--- src/rtl/m68k_bus_cycle.sv ---
// 68000 asynchronous bus-cycle master: turns a REQ/ACK transaction into AS/UDS/LDS/RW
// sequencing paced by MC-clock edge strobes, with a DTACK watchdog.
module m68k_bus_cycle #(
  parameter int unsigned TIMEOUT_CYCLES = 255
) (
  input  logic        i_sysclk,
  input  logic        i_reset_n,
  input  logic        i_mcclk_rising,
  input  logic        i_mcclk_falling,
  input  logic        i_dtack_latch,
  input  logic        i_req,
  input  logic        i_req_rw,
  input  logic        i_req_word,
  input  logic [23:0] i_req_addr,
  input  logic [15:0] i_req_wdata,
  output logic        o_busy,
  output logic        o_ack,
  output logic        o_timeout,
  output logic [15:0] o_rdata,
  output logic [22:0] o_m68k_a,
  input  logic [15:0] i_m68k_d_in,
  output logic [15:0] o_m68k_d_out,
  output logic        o_m68k_d_oe,
  output logic        o_m68k_as_n,
  output logic        o_m68k_uds_n,
  output logic        o_m68k_lds_n,
  output logic        o_m68k_rw
);

  localparam logic [7:0] TO_LAST = 8'(TIMEOUT_CYCLES - 1);

  typedef enum logic [2:0] {
    S_IDLE   = 3'd0,
    S_ADDR   = 3'd1,
    S_ASSERT = 3'd2,
    S_DATA   = 3'd3,
    S_WAIT   = 3'd4,
    S_END    = 3'd5
  } state_t;

  state_t      r_state, w_state;
  logic        r_rw, w_rw;
  logic        r_word, w_word;
  logic        r_a0, w_a0;
  logic [15:0] r_wdata, w_wdata;
  logic [7:0]  r_cnt, w_cnt;
  logic        r_dtack_seen, w_dtack_seen;
  logic        r_to_flag, w_to_flag;
  logic        r_busy, w_busy;
  logic        r_ack, w_ack;
  logic        r_timeout, w_timeout;
  logic [15:0] r_rdata, w_rdata;
  logic [22:0] r_a, w_a;
  logic [15:0] r_d_out, w_d_out;
  logic        r_d_oe, w_d_oe;
  logic        r_as_n, w_as_n;
  logic        r_uds_n, w_uds_n;
  logic        r_lds_n, w_lds_n;
  logic        r_rw_out, w_rw_out;
  logic [1:0]  w_lanes;

  // Returns {uds_n, lds_n}: a word uses both lanes, a byte uses UDS for even addresses.
  function automatic logic [1:0] lane_sel(input logic word, input logic a0);
    if (word) begin
      lane_sel = 2'b00;
    end else if (a0) begin
      lane_sel = 2'b10;
    end else begin
      lane_sel = 2'b01;
    end
  endfunction

  assign w_lanes = lane_sel(r_word, r_a0);

  // Next-state and next-output decode; every state advances only on its own strobe.
  always_comb begin
    w_state      = r_state;
    w_rw         = r_rw;
    w_word       = r_word;
    w_a0         = r_a0;
    w_wdata      = r_wdata;
    w_cnt        = r_cnt;
    w_dtack_seen = r_dtack_seen;
    w_to_flag    = r_to_flag;
    w_busy       = r_busy;
    w_ack        = 1'b0;
    w_timeout    = 1'b0;
    w_rdata      = r_rdata;
    w_a          = r_a;
    w_d_out      = r_d_out;
    w_d_oe       = r_d_oe;
    w_as_n       = r_as_n;
    w_uds_n      = r_uds_n;
    w_lds_n      = r_lds_n;
    w_rw_out     = r_rw_out;
    case (r_state)
      S_IDLE: begin
        if (i_req && i_mcclk_rising) begin
          w_state  = S_ADDR;
          w_rw     = i_req_rw;
          w_word   = i_req_word;
          w_a0     = i_req_addr[0];
          w_wdata  = i_req_wdata;
          w_a      = i_req_addr[23:1];
          w_busy   = 1'b1;
          w_rw_out = 1'b1;
        end else begin
          w_state = S_IDLE;
        end
      end
      S_ADDR: begin
        if (i_mcclk_falling) begin
          w_state = S_ASSERT;
          w_as_n  = 1'b0;
          if (r_rw) begin
            w_uds_n = w_lanes[1];
            w_lds_n = w_lanes[0];
          end else begin
            w_rw_out = 1'b0;
          end
        end else begin
          w_state = S_ADDR;
        end
      end
      S_ASSERT: begin
        if (i_mcclk_rising) begin
          w_state = S_DATA;
          if (!r_rw) begin
            w_d_out = r_wdata;
            w_d_oe  = 1'b1;
          end else begin
            w_d_oe = r_d_oe;
          end
        end else begin
          w_state = S_ASSERT;
        end
      end
      S_DATA: begin
        if (i_mcclk_falling) begin
          w_state = S_WAIT;
          w_cnt   = 8'd0;
          if (!r_rw) begin
            w_uds_n = w_lanes[1];
            w_lds_n = w_lanes[0];
          end else begin
            w_uds_n = r_uds_n;
          end
        end else begin
          w_state = S_DATA;
        end
      end
      S_WAIT: begin
        if (i_dtack_latch) begin
          w_dtack_seen = 1'b1;
        end else begin
          w_dtack_seen = r_dtack_seen;
        end
        // A DTACK arriving with the final watchdog strobe defers termination by one strobe.
        if (i_mcclk_falling) begin
          if (r_dtack_seen) begin
            w_state = S_END;
            w_as_n  = 1'b1;
            w_uds_n = 1'b1;
            w_lds_n = 1'b1;
            if (r_rw) begin
              w_rdata = i_m68k_d_in;
            end else begin
              w_rdata = r_rdata;
            end
          end else if ((r_cnt == TO_LAST) && !i_dtack_latch) begin
            w_state   = S_END;
            w_to_flag = 1'b1;
            w_as_n    = 1'b1;
            w_uds_n   = 1'b1;
            w_lds_n   = 1'b1;
            if (r_rw) begin
              w_rdata = 16'hFFFF;
            end else begin
              w_rdata = r_rdata;
            end
          end else if (r_cnt != 8'hFF) begin
            w_cnt = r_cnt + 8'd1;
          end else begin
            w_cnt = r_cnt;
          end
        end else begin
          w_state = S_WAIT;
        end
      end
      S_END: begin
        if (i_mcclk_rising) begin
          w_state      = S_IDLE;
          w_d_oe       = 1'b0;
          w_rw_out     = 1'b1;
          w_busy       = 1'b0;
          w_ack        = 1'b1;
          w_timeout    = r_to_flag;
          w_dtack_seen = 1'b0;
          w_to_flag    = 1'b0;
        end else begin
          w_state = S_END;
        end
      end
      default: begin
        w_state = S_IDLE;
      end
    endcase
  end

  // State and output registers with synchronous active-low reset.
  always_ff @(negedge i_sysclk) begin
    if (!i_reset_n) begin
      r_state      <= S_IDLE;
      r_rw         <= 1'b1;
      r_word       <= 1'b0;
      r_a0         <= 1'b0;
      r_wdata      <= 16'h0000;
      r_cnt        <= 8'd0;
      r_dtack_seen <= 1'b0;
      r_to_flag    <= 1'b0;
      r_busy       <= 1'b0;
      r_ack        <= 1'b0;
      r_timeout    <= 1'b0;
      r_rdata      <= 16'h0000;
      r_a          <= 23'd0;
      r_d_out      <= 16'h0000;
      r_d_oe       <= 1'b0;
      r_as_n       <= 1'b1;
      r_uds_n      <= 1'b1;
      r_lds_n      <= 1'b1;
      r_rw_out     <= 1'b1;
    end else begin
      r_state      <= w_state;
      r_rw         <= w_rw;
      r_word       <= w_word;
      r_a0         <= w_a0;
      r_wdata      <= w_wdata;
      r_cnt        <= w_cnt;
      r_dtack_seen <= w_dtack_seen;
      r_to_flag    <= w_to_flag;
      r_busy       <= w_busy;
      r_ack        <= w_ack;
      r_timeout    <= w_timeout;
      r_rdata      <= w_rdata;
      r_a          <= w_a;
      r_d_out      <= w_d_out;
      r_d_oe       <= w_d_oe;
      r_as_n       <= w_as_n;
      r_uds_n      <= w_uds_n;
      r_lds_n      <= w_lds_n;
      r_rw_out     <= w_rw_out;
    end
  end

  assign o_busy       = r_busy;
  assign o_ack        = r_ack;
  assign o_timeout    = r_timeout;
  assign o_rdata      = r_rdata;
  assign o_m68k_a     = r_a;
  assign o_m68k_d_out = r_d_out;
  assign o_m68k_d_oe  = r_d_oe;
  assign o_m68k_as_n  = r_as_n;
  assign o_m68k_uds_n = r_uds_n;
  assign o_m68k_lds_n = r_lds_n;
  assign o_m68k_rw    = r_rw_out;

endmodule

--- config.mk ---
export PLATFORM = sky130hd
export DESIGN_NAME = m68k_bus_cycle
export DESIGN_NICKNAME = d
export VERILOG_FILES = /design/src/rtl/m68k_bus_cycle.sv
export SDC_FILE = /design/constraint.sdc
export NUM_CORES = 1
export LEC_CHECK = 0
export CAP_MARGIN = 20
export CORE_ASPECT_RATIO = 1.1
export CORE_MARGIN = 1
export CORE_UTILIZATION = 35
export DETAILED_ROUTE_END_ITERATION = 12
export HOLD_SLACK_MARGIN = 0.03
export PLACE_DENSITY_LB_ADDON = 0.2
export SLEW_MARGIN = 20
export SYNTH_ARGS = -nofsm -noshare
export SYNTH_HDL_FRONTEND = slang
export SYNTH_SLANG_ARGS = --single-unit
--- constraint.sdc ---
create_clock -name i_sysclk -period 2.55 [get_ports i_sysclk]
set_input_delay 0.51 -clock i_sysclk [delete_from_list [all_inputs] [get_ports i_sysclk]]
set_output_delay 0.51 -clock i_sysclk [all_outputs]
set_load 0.1 [all_outputs]
=== Yosys cells after proc, flatten, opt, wreduce, memory -nomap -nowiden ===
Index checks and enable logic that the tools add are counted.
W data, S select, Z words.

* Output and inout port bits: 63
* Bits in registers: 95
* Bits of input ports: 64

* Add/subtract/negate cells: 1
* Reduce and logical (&&, ||, !) cells: 25
* Eq/ne operators: 26
* Mux-type cells: 52
* Bitwise operators: 1

{| class="wikitable"
|+ Operators by type and width
! cell !! number
|-
| $mux W16 || 4
|-
| $mux W8 || 5
|-
| $ne A2 B2 Y1 const B || 17
|-
| $mux W1 || 25
|-
| $pmux W3 S6 || 1
|-
| $pmux W8 S2 || 1
|-
| $mux W3 || 5
|-
| $reduce_and A5 Y1 || 3
|-
| $reduce_and A3 Y1 || 4
|-
| $reduce_bool A2 Y1 || 6
|-
| $pmux W1 S2 || 5
|-
| $pmux W1 S3 || 3
|-
| $add A8 B1 Y8 const B || 1
|-
| $eq A8 B8 Y1 const B || 1
|-
| $ne A8 B8 Y1 const B || 1
|-
| $reduce_and A4 Y1 || 2
|-
| $reduce_and A7 Y1 || 1
|-
| $eq A3 B2 Y1 const B || 2
|-
| $eq A3 B3 Y1 const B || 2
|-
| $mux W2 || 3
|-
| $reduce_and A6 Y1 || 1
|-
| $reduce_bool A3 Y1 || 2
|-
| $ne A4 B4 Y1 const B || 1
|-
| $reduce_and A2 Y1 || 2
|-
| other kinds (6) || 7
|}

=== Depth between registers and ports, before layout ===
* Depth in word-level cells: 6
* Mapped depth: 7

==> flow_summary.toml <==
[grt]
grt_max_degree = 43
grt_util_met1 = 0.204
track_usage = 0.205
antenna_found_initial = 0
global_route.peak_usage_layer = "met2"
grt-ovfl-total = 0
globalRouteMet2Util = 0.352
grt_pass1_vias = 4206
met3_usage = 0.0979
grt_pass1_wl_um = 18500

[setup_path]
cp_slowest_cell = "dfxtp_2"
setup.worst_path.class = "flip-flop to output port"
critPathMaxStageDelay_ps = 360
cp_data_required_time_ps = 2040
r2r-start = "r_dtack_seen"
crit_path_start_kind = "flip-flop"
worst-path-max-fanout = 2
r2r_end = "r_cnt[3]"
worstPathCellList = "buf_12"
crit_buf_inv = 1
r2r_cells = 4
cp_top_family = "flip-flops"
end_kind = "output port"
cp_data_arrival_time_ps = 2230
reg2reg_slack_ps = 560

[drt]
firstDrtPassIters = 4
dr_total_vias = 4056
wl_um = 11100
drc = 0
vias_per_cell = 4.90
postRouteAntennaNets = 0
avgRoutedWirePerCell_um = 13.4
drt_iter0_drc = 143

[sta]
worst_pin_slew_ps = 528
rsz0062_at_grt = "yes"
setup_violations = 63
drv_slew = 0
timing.final.ws_setup_ps = -187
hold_viol_final = 0
finalClockSkew_ps = 22.1
slew_headroom = 0.645

[final_layout]
instances_no_fill = 828
final_nets = 746
multi_input_area_um2 = 1890
syn2layout_area_growth_pct = 85.6
n_fill_cell = 857
antenna_cells = 0
layout_commonest_cell = "nand2_1"
most-common-layout-cells = "nand2_1 (124), inv_1 (103), buf_12 (73)"
seq_area_um2 = 2000
final_util = 0.674
drive_gt1_frac = 0.323

[die]
ios = 127
initial_utilization = 0.363
dieArea_um2 = 11400
coreArea_um2 = 10500
rows = 39
fp.dieH_um = 112
die_width_um = 102

[synth]
synth.avg_cell_area_um2 = 8.76
synth_area_um2 = 3830
synth_edf_count = 0
synth_cells = 437
synth_warnings = 0
synth_seq_cells = 95
synthArstFlopShare = 0
seq_area_frac_synth = 0.497
ys_types = 45
synth-main-ff-cell = "dfxtp_1"
syn_nets = 503

[cts]
cts.clk_slew.worst_paths_ps = 50
clk-insertion-delay-late_ps = 410
cts_sinks = 95
cts_htree_levels = 3
cts_buffers = 9
hold_buffers = 0
cts-root-buf = "clkbuf_16"
cts_tree = "yes"
clock_path_buffers = 2

[placement]
portBuffers = 126
routabilityCongestion = 0.838
hpwl_um = 7240
dp_cells = 701

[power_and_ir_drop]
leakagePower_nw = 3.03
p_total_mw = 4.12
ir_worst_vdd_mv = 0.348
power.density_nw_per_um2 = 580

[worst_hold_path]
min_to = "o_m68k_d_out[10]"
hp-class = "flip-flop to flip-flop"
hold_start = "r_wdata[10]"
hold-path-cell-count = 2

[run]
max_cap_violations = 0

[outcome]
violations = "negative setup slack"
status = "finished, violations left"
==> worst max-delay path by stage <==
stage	startpoint	end	slack, ps	cells after the start
after detailed placement	i_mcclk_falling	o_rdata[13]	-850	5
after global routing	o_m68k_a[6]	o_m68k_a[6]	-200	1
after global placement	i_mcclk_falling	o_rdata[12]	-800	5
after floorplan	i_dtack_latch	o_rdata[0]	-220	5
after CTS	o_m68k_d_out[10]	o_m68k_d_out[10]	-190	1
final	o_m68k_d_out[12]	o_m68k_d_out[12]	-190	1
==> state kept, by name (all words and copies together) (netlist names), 3 cells and up <==
| signal | count |
|---|---|
| r_cnt | 8 |
| r_wdata | 16 |
| o_m68k_a | 23 |
| o_m68k_d_out | 16 |
| o_rdata | 16 |
| r_state | 3 |
==> routing by layer <==
| layer | vias to the layer above | wire length (um) | part of all wire |
|---|---|---|---|
| li1 | 2003 | - | - |
| met1 | 1906 | 4350 | 0.39 |
| met2 | 137 | 5820 | 0.53 |
| met3 | 10 | 771 | 0.070 |
| met4 | 0 | 110 | 0.0099 |
| met5 | - | 0 | 0 |
==> power by group <==
part | leakage [nW] | switching [mW] | internal (mW)
clock | 0.670 | 0.939 | 1.05
combinational | 1.57 | 0.294 | 0.269
sequential | 0.799 | 0.0361 | 1.53
total | 3.03 | 1.27 | 2.85
==> what timing repair did <==
action | CTS | global route
gates cloned | 2 | 0
pin swaps | 11 | 6
setup buffers | 9 | 9
endpoints found under the setup margin | 155 | 93
resized for setup | 31 | 12
endpoints found under the hold margin | 0 | 0
==> synthesized netlist by cell type, types with 3 or more instances <==
cell type    n  share of area
a211oi_1     4         0.0078
a21boi_0    57           0.11
a21o_1       3         0.0059
a21oi_1     15          0.020
and2_1       3         0.0049
and3_1       4         0.0065
clkbuf_1    28          0.027
dfxtp_1     95           0.50
inv_1        6         0.0059
nand2_1    126           0.12
nand2b_1     5         0.0082
nand3_1      8          0.010
nand4_1      3         0.0049
nor2_1       9         0.0088
nor2b_1      4         0.0065
o21ai_0     10          0.013
o221a_2     16          0.047
or3_1        3         0.0049
==> metrics by stage <==
step	setup TNS (ps)	instance area, um^2	hold WS [ps]	setup WS [ps]
2_1_floorplan	-7670	4080	423	-224
3_3_place_gp	-64980	6180	428	-795
3_5_place_dp	-68510	6180	440	-853
4_1_cts	-10290	7010	436	-187
5_1_grt	-11510	7110	452	-201
6_report	-9250	7110	430	-187
==> cells by family after synthesis <==
group | share of synthesized area
buffers and inverters | 0.0376
AND/OR/NAND/NOR | 0.219
flip-flops | 0.497
AO/OA/AOI/OAI | 0.234
adder cells (fa/ha/maj) | 0.00653
XOR/XNOR | 0.00686
==> cell type report <==
type / count / area share
inverter: 5 / 0.00264
timing repair buffer: 168 / 0.332
tap: 143 / 0.0252
clock inverter: 102 / 0.0620
multi-input combinational: 306 / 0.265
clock buffer: 9 / 0.0317
sequential: 95 / 0.281
(Power assumes the default switching activity.)
==> RTL change 1: new RTL, config.mk and constraints unchanged <==
The 6 states of `state_t` get a one-hot encoding in 6 bits.
--- a/src/rtl/m68k_bus_cycle.sv
+++ b/src/rtl/m68k_bus_cycle.sv
@@ -29,13 +29,13 @@
 
   localparam logic [7:0] TO_LAST = 8'(TIMEOUT_CYCLES - 1);
 
-  typedef enum logic [2:0] {
-    S_IDLE   = 3'd0,
-    S_ADDR   = 3'd1,
-    S_ASSERT = 3'd2,
-    S_DATA   = 3'd3,
-    S_WAIT   = 3'd4,
-    S_END    = 3'd5
+  typedef enum logic [5:0] {
+    S_IDLE   = 6'b000001,
+    S_ADDR   = 6'b000010,
+    S_ASSERT = 6'b000100,
+    S_DATA   = 6'b001000,
+    S_WAIT   = 6'b010000,
+    S_END    = 6'b100000
   } state_t;
 
   state_t      r_state, w_state;
Check against the original RTL: same outputs for any inputs over 4 cycles, from zero or initial values and one cycle with i_reset_n low; so few cycles prove little.
==> RTL change 1 against the unedited design <==
- via count up 3.3%
- the run still ends with negative setup slack left
- sequential cell count up 3
- global-route usage up 0.78 points
- setup slack better by 14 ps
- wire length increased by 6.5%
- sequential power is 3% higher
- area after synthesis is 1.8% lower
- register-to-register slack got worse by 300 ps
- utilization up 0.19 points
- final area shrank 0.65%
- non-clock buffer count stayed put
- clock skew up 5.8 ps
- total power fell by 0.44%
==> RTL change 1: results (changes against the unedited design) <==
- Area contributors post-synth: dfxtp_1 (52%), nand2_1 (12%), a21oi_1 (11%), o21ai_0 (3.7%), nand2b_1 (3.0%) (was dfxtp_1 (50%), nand2_1 (12%), a21boi_0 (11%), o221a_2 (4.7%), clkbuf_1 (2.7%))
- Post-DP Area: 0.006051 mm^2 (was 0.006185 mm^2)
- Synth Area in XOR/XNOR: 0 (was 0.006861)
- Endpoint, Worst Hold: o_m68k_d_out[9] (was o_m68k_d_out[10])
- Synth Area in Adders: 0.006653 (was 0.006534)
- R2R Setup Slk: 260 ps (was 560 ps)
- Worst Reg-to-Reg Cells: 6 (was 4)
- Vias per cell: 4.890 (was 4.899)
- Min-delay src: r_wdata[9] (was r_wdata[10])
- Clk slew on worst S/H paths: 40 ps
- Post-synth top cells: nand2_1 (122), dfxtp_1 (98), a21oi_1 (84), o21ai_0 (28), clkbuf_1 (27) (was nand2_1 (126), dfxtp_1 (95), a21boi_0 (57), clkbuf_1 (28), o221a_2 (16))
- Pre-antenna DRT Iters: 4 (unchanged)
- CTS max path bufs: 2 (unchanged)
- Fill cell count: 838 (was 857)
- CP startpoint: o_m68k_d_out[1] (was o_m68k_d_out[12])
- Initial antenna violation count: 0 (unchanged)
- Arr. time, crit path: 2210 ps (was 2230 ps)
- Post-synth ARST share: 0 (unchanged)
- Largest net degree at the start of global routing: 43 (unchanged)
- LEAKAGE: 3.009 nW (was 3.035 nW)
- CP top delay family: flip-flops (unchanged)
- Total routing usage reported by global routing: 0.2126 (was 0.2048)
- # DRC: 0 (unchanged)
- Sequential fraction of the synthesis area: 0.5216 (was 0.4966)
- Peak supply drop: 0.3202 mV (was 0.3480 mV)
- Final worst slack: -173.1 ps (was -186.7 ps)
- Slowest CP cell: dfxtp_2 (unchanged)
- Setup Skew: 27.93 ps (was 22.15 ps)
- Failing checks: negative setup slack (unchanged)
- Yosys warns: 0 (unchanged)
- Distinct cells, synth: 41 (was 45)
- Initial DRC count: 189 (was 143)
- Num CTS Buffers: 9 (unchanged)
- WL/cell: 13.74 um (was 13.36 um)
- Critical R2R Launch: r_state[1] (was r_dtack_seen)
- Status: complete, but fails checks (unchanged)
- Measured slew at the worst slew-check pin: 702.7 ps (was 528.2 ps)
- Crit-path max FO: 2 (unchanged)
- Fraction of layout cells with a size suffix above 1: 0.2955 (was 0.3226)
- Setup TNS: -9934 ps (was -9247 ps)
- First-pass GRT wire length: 18780 um (was 18490 um)
- R2r endpoint: r_cnt[6] (was r_cnt[3])
- Mapped Nets: 527 (was 503)
- CP Capture Point: o_m68k_d_out[1] (was o_m68k_d_out[12])
- Final net count: 775 (was 746)
- Number of global-route vias before repair: 4252 (was 4206)
- Post-synthesis compound-gate area fraction: 0.1903 (was 0.2336)
- RD Place Congestion: 0.8316 (was 0.8378)
- Post-synthesis mux area share: 0.002661 (was 0)
- Placed wire-length estimate: 7311 um (was 7239 um)
- Hold Crit Depth: 2 (unchanged)
- Setup violators final: 71 (was 63)
- Worst-Skew Late Latency: 420 ps
[RTL change 1: changes by cell type after synthesis, moves of 3 or more]
| cell | change |
|---|---|
| a21oi_1 | +69 |
| a21boi_0 | -56 |
| o21ai_0 | +18 |
| o221a_2 | -16 |
| nand2b_1 | +13 |
| a211oi_1 | -4 |
| nand2_1 | -4 |
| or3_1 | +4 |
| a21o_1 | -3 |
| dfxtp_1 | +3 |
| nand3_1 | +3 |
[RTL change 1: final cells by class]
cell class	instances	area [um^2]	area share
Multi-Input combinational cell	328	1799	0.2548
Inverter	6	25.02	0.003544
Tap cell	143	178.9	0.02534
Timing Repair Buffer	168	2346	0.3322
Clock buffer	9	225.2	0.03189
Clock inverter	105	434.2	0.06148
Sequential cell	98	2053	0.2908
[RTL change 1: where the power goes]
| group | internal, mW | total, mW | switching (mW) |
|---|---|---|---|
| Sequential | 1.58 | 1.62 | 0.0359 |
| Clock | 0.962 | 1.97 | 1.01 |
| Combinational | 0.239 | 0.519 | 0.280 |
[RTL change 1: metrics by stage]
step	instances	setup WS, ps	hold slack, ps
after global routing	857	-210.7	464.4
after global placement	719	-840.6	427.7
after CTS	842	-185.4	436.7
after detailed placement	719	-898.9	436.0
final	857	-173.1	432.3
after floorplan	461	-287.2	424.6
[RTL change 1: routing by layer]
| metal | wire length [um] | up-vias | GRT usage |
|---|---|---|---|
| li1 | - | 2074 | - |
| met1 | 4863 | 1987 | 0.2241 |
| met2 | 6196 | 113 | 0.3562 |
| met3 | 486 | 17 | 0.07818 |
| met4 | 227 | 0 | 0.1295 |
| met5 | 0 | - | 0 |
[RTL change 1: timing repair]
item	in CTS	in global routing
hold buffers	0	0
hold endpoints to repair	0	0
endpoints found under the setup margin	159	129
setup buffers	8	14
gates resized for setup	19	41
gates cloned	2	1
pin swaps	16	22
==> RTL change 2: new RTL, config.mk and constraints unchanged <==
Without the edit above. Set the parameter `TIMEOUT_CYCLES` to 128 (it was 255).
--- a/src/rtl/m68k_bus_cycle.sv
+++ b/src/rtl/m68k_bus_cycle.sv
@@ -1,7 +1,7 @@
 // 68000 asynchronous bus-cycle master: turns a REQ/ACK transaction into AS/UDS/LDS/RW
 // sequencing paced by MC-clock edge strobes, with a DTACK watchdog.
 module m68k_bus_cycle #(
-  parameter int unsigned TIMEOUT_CYCLES = 255
+  parameter int unsigned TIMEOUT_CYCLES = 128
 ) (
   input  logic        i_sysclk,
   input  logic        i_reset_n,
Function: no difference found for any inputs over 4 cycles, from zero or initial values and one cycle with i_reset_n low; that may be too few to reach the edited logic, so the function may still have changed.
==> RTL change 2 against the unedited design <==
- the run still ends with negative setup slack left
- setup slack lost 49 ps
- count of clock-buffer cells in the layout is the same
- total power is 4.3% lower
- sequential share of layout area decreased by 2.5 points
- final area rose by 9.9%
- area after synthesis down 5.4%
- wire length grew 35%
- sequential cell count unchanged
- critical endpoint is now o_m68k_a[4]
- highest routed layer unchanged
==> RTL change 2: results (changes against the unedited design) <==
- Status: complete, but fails checks (unchanged)
- Failing checks: negative setup slack (unchanged)
- Peak supply drop: 0.3420 mV (was 0.3480 mV)
- Yosys warns: 0 (unchanged)
- RD Place Congestion: 0.8261 (was 0.8378)
- Vias per cell: 5.263 (was 4.899)
- Worst-Skew Late Latency: 440 ps (was 410 ps)
- Number of global-route vias before repair: 4630 (was 4206)
- Post-synth top cells: nand2_1 (130), dfxtp_1 (95), a21oi_1 (60), o221a_2 (16), clkbuf_1 (15) (was nand2_1 (126), dfxtp_1 (95), a21boi_0 (57), clkbuf_1 (28), o221a_2 (16))
- Critical R2R Launch: r_state[0] (was r_dtack_seen)
- Area contributors post-synth: dfxtp_1 (52%), nand2_1 (13%), a21oi_1 (8.3%), o221a_2 (5.0%), clkbuf_1 (1.6%) (was dfxtp_1 (50%), nand2_1 (12%), a21boi_0 (11%), o221a_2 (4.7%), clkbuf_1 (2.7%))
- LEAKAGE: 3.416 nW (was 3.035 nW)
- Placed cell count: 667 (was 701)
- Final worst slack: -235.5 ps (was -186.7 ps)
- Arr. time, crit path: 1780 ps (was 2230 ps)
- Sequential fraction of the synthesis area: 0.5247 (was 0.4966)
- Crit-path max FO: 11 (was 2)
- Inserted Diodes: 0 (unchanged)
- Clock root cell: clkbuf_8 (was clkbuf_16)
- First-pass GRT wire length: 21380 um (was 18490 um)
- Setup violators final: 113 (was 63)
- Distinct cells, synth: 53 (was 45)
- Final wirelength: 14960 um (was 11060 um)
- Pre-antenna DRT Iters: 5 (was 4)
- Mapped Nets: 485 (was 503)
- Placed wire-length estimate: 7049 um (was 7239 um)
- CP Capture Point: o_m68k_a[4] (was o_m68k_d_out[12])
- Clk slew on worst S/H paths: 30 ps (was 50 ps)
- Total routing usage reported by global routing: 0.2599 (was 0.2048)
- Final net count: 765 (was 746)
- WL/cell: 18.13 um (was 13.36 um)
- Initial antenna violation count: 0 (unchanged)
- Setup Skew: 33.95 ps (was 22.15 ps)
- Fraction of layout cells with a size suffix above 1: 0.5135 (was 0.3226)
- Initial DRC count: 180 (was 143)
- CTS max path bufs: 2 (unchanged)
- Area growth from synthesis to layout: 115.5% (was 85.59%)
- Largest register FFs: 23 (unchanged)
- R2R Setup Slk: 630 ps (was 560 ps)
- Post-synth ARST share: 0 (unchanged)
- Worst Reg-to-Reg Cells: 5 (was 4)
- Avg Cell Area, Syn: 8.630 um^2 (was 8.764 um^2)
- Num CTS Buffers: 9 (unchanged)
- Max H-tree Level: 3 (unchanged)
- Largest net degree at the start of global routing: 33 (was 43)
- Port buffer count: 126 (unchanged)
- Worst slew margin: 0.5612 (was 0.6452)
- CP startpoint: i_req (was o_m68k_d_out[12])
- Min-delay worst type: reg -> reg (unchanged)
- Min Hold Slack: 456.9 ps (was 430.5 ps)
==> RTL change 2: final cells by class <==
cell class	instances	area [um^2]
tap	120	150.1
sequential	95	2006
inverter	3	11.26
clock buffer	9	123.9
timing repair buffer	201	2825
multi-input combinational	295	2277
fill	570	2172
clock inverter	102	419.2
==> RTL change 2: power breakdown <==
part	switching (mW)	internal, mW
logic	0.398	0.348
clock network	0.975	0.640
registers	0.0534	1.53
total	1.43	2.52
==> RTL change 2: kinds of logic (layout without fill, tap and decap cells) <==
group,after synthesis,count (layout),share of synthesized area
muxes,2,2,0.005868
adders and majority gates,1,1,0.003451
buffers and inverters,31,315,0.03659
AOI/OAI and AO/OA,104,104,0.1964
and+or+nand+nor,185,186,0.2282
xor gates and xnor gates,2,2,0.004833
DFF,95,95,0.5247
==> RTL change 2: stage by stage <==
step                power, mW  utilization  instance area (um^2)  worst slack, ps  TNS [ps]
global route            4.190       0.7825                  7812           -245.4    -21710
global placement        2.354       0.5989                  5979           -925.6    -77830
CTS                     3.878       0.7370                  7358           -284.2    -21840
floorplan               2.098            -                  3851           -449.1    -23530
finish                  3.943       0.7825                  7812           -235.5    -19020
detailed placement      2.362       0.5989                  5979           -968.5    -80130
==> RTL change 2: worst min path at each step <==
stage | start | to | cells past startpoint
after detailed placement | r_wdata[1] | o_m68k_d_out[1] | 2
after global placement | r_wdata[10] | o_m68k_d_out[10] | 2
after CTS | r_wdata[10] | o_m68k_d_out[10] | 2
final | r_wdata[0] | o_m68k_d_out[0] | 2
after floorplan | r_wdata[0] | o_m68k_d_out[0] | 2
after global routing | r_wdata[0] | o_m68k_d_out[0] | 2
==> RTL change 2: layer usage <==
layer	global-route usage	wire, um	vias to the layer above
met1	0.2418	5602	2117
met2	0.4690	7894	178
met3	0.1231	1161	30
met5	0	0	-
met4	0.1471	297	0
li1	-	-	2017
==> RTL change 2: critical path, cell delays in order <==
cell	delay (ps)
buf_6	70
or3b_4	380
or3_4	460
buf_16	200
nand2_1	90
a21oi_2	60
==> RTL change 2: timing repair <==
action	CTS	global route
setup endpoints to repair	157	144
pin swaps	38	53
setup buffers	26	11
gates cloned	12	6
resized for setup	98	118
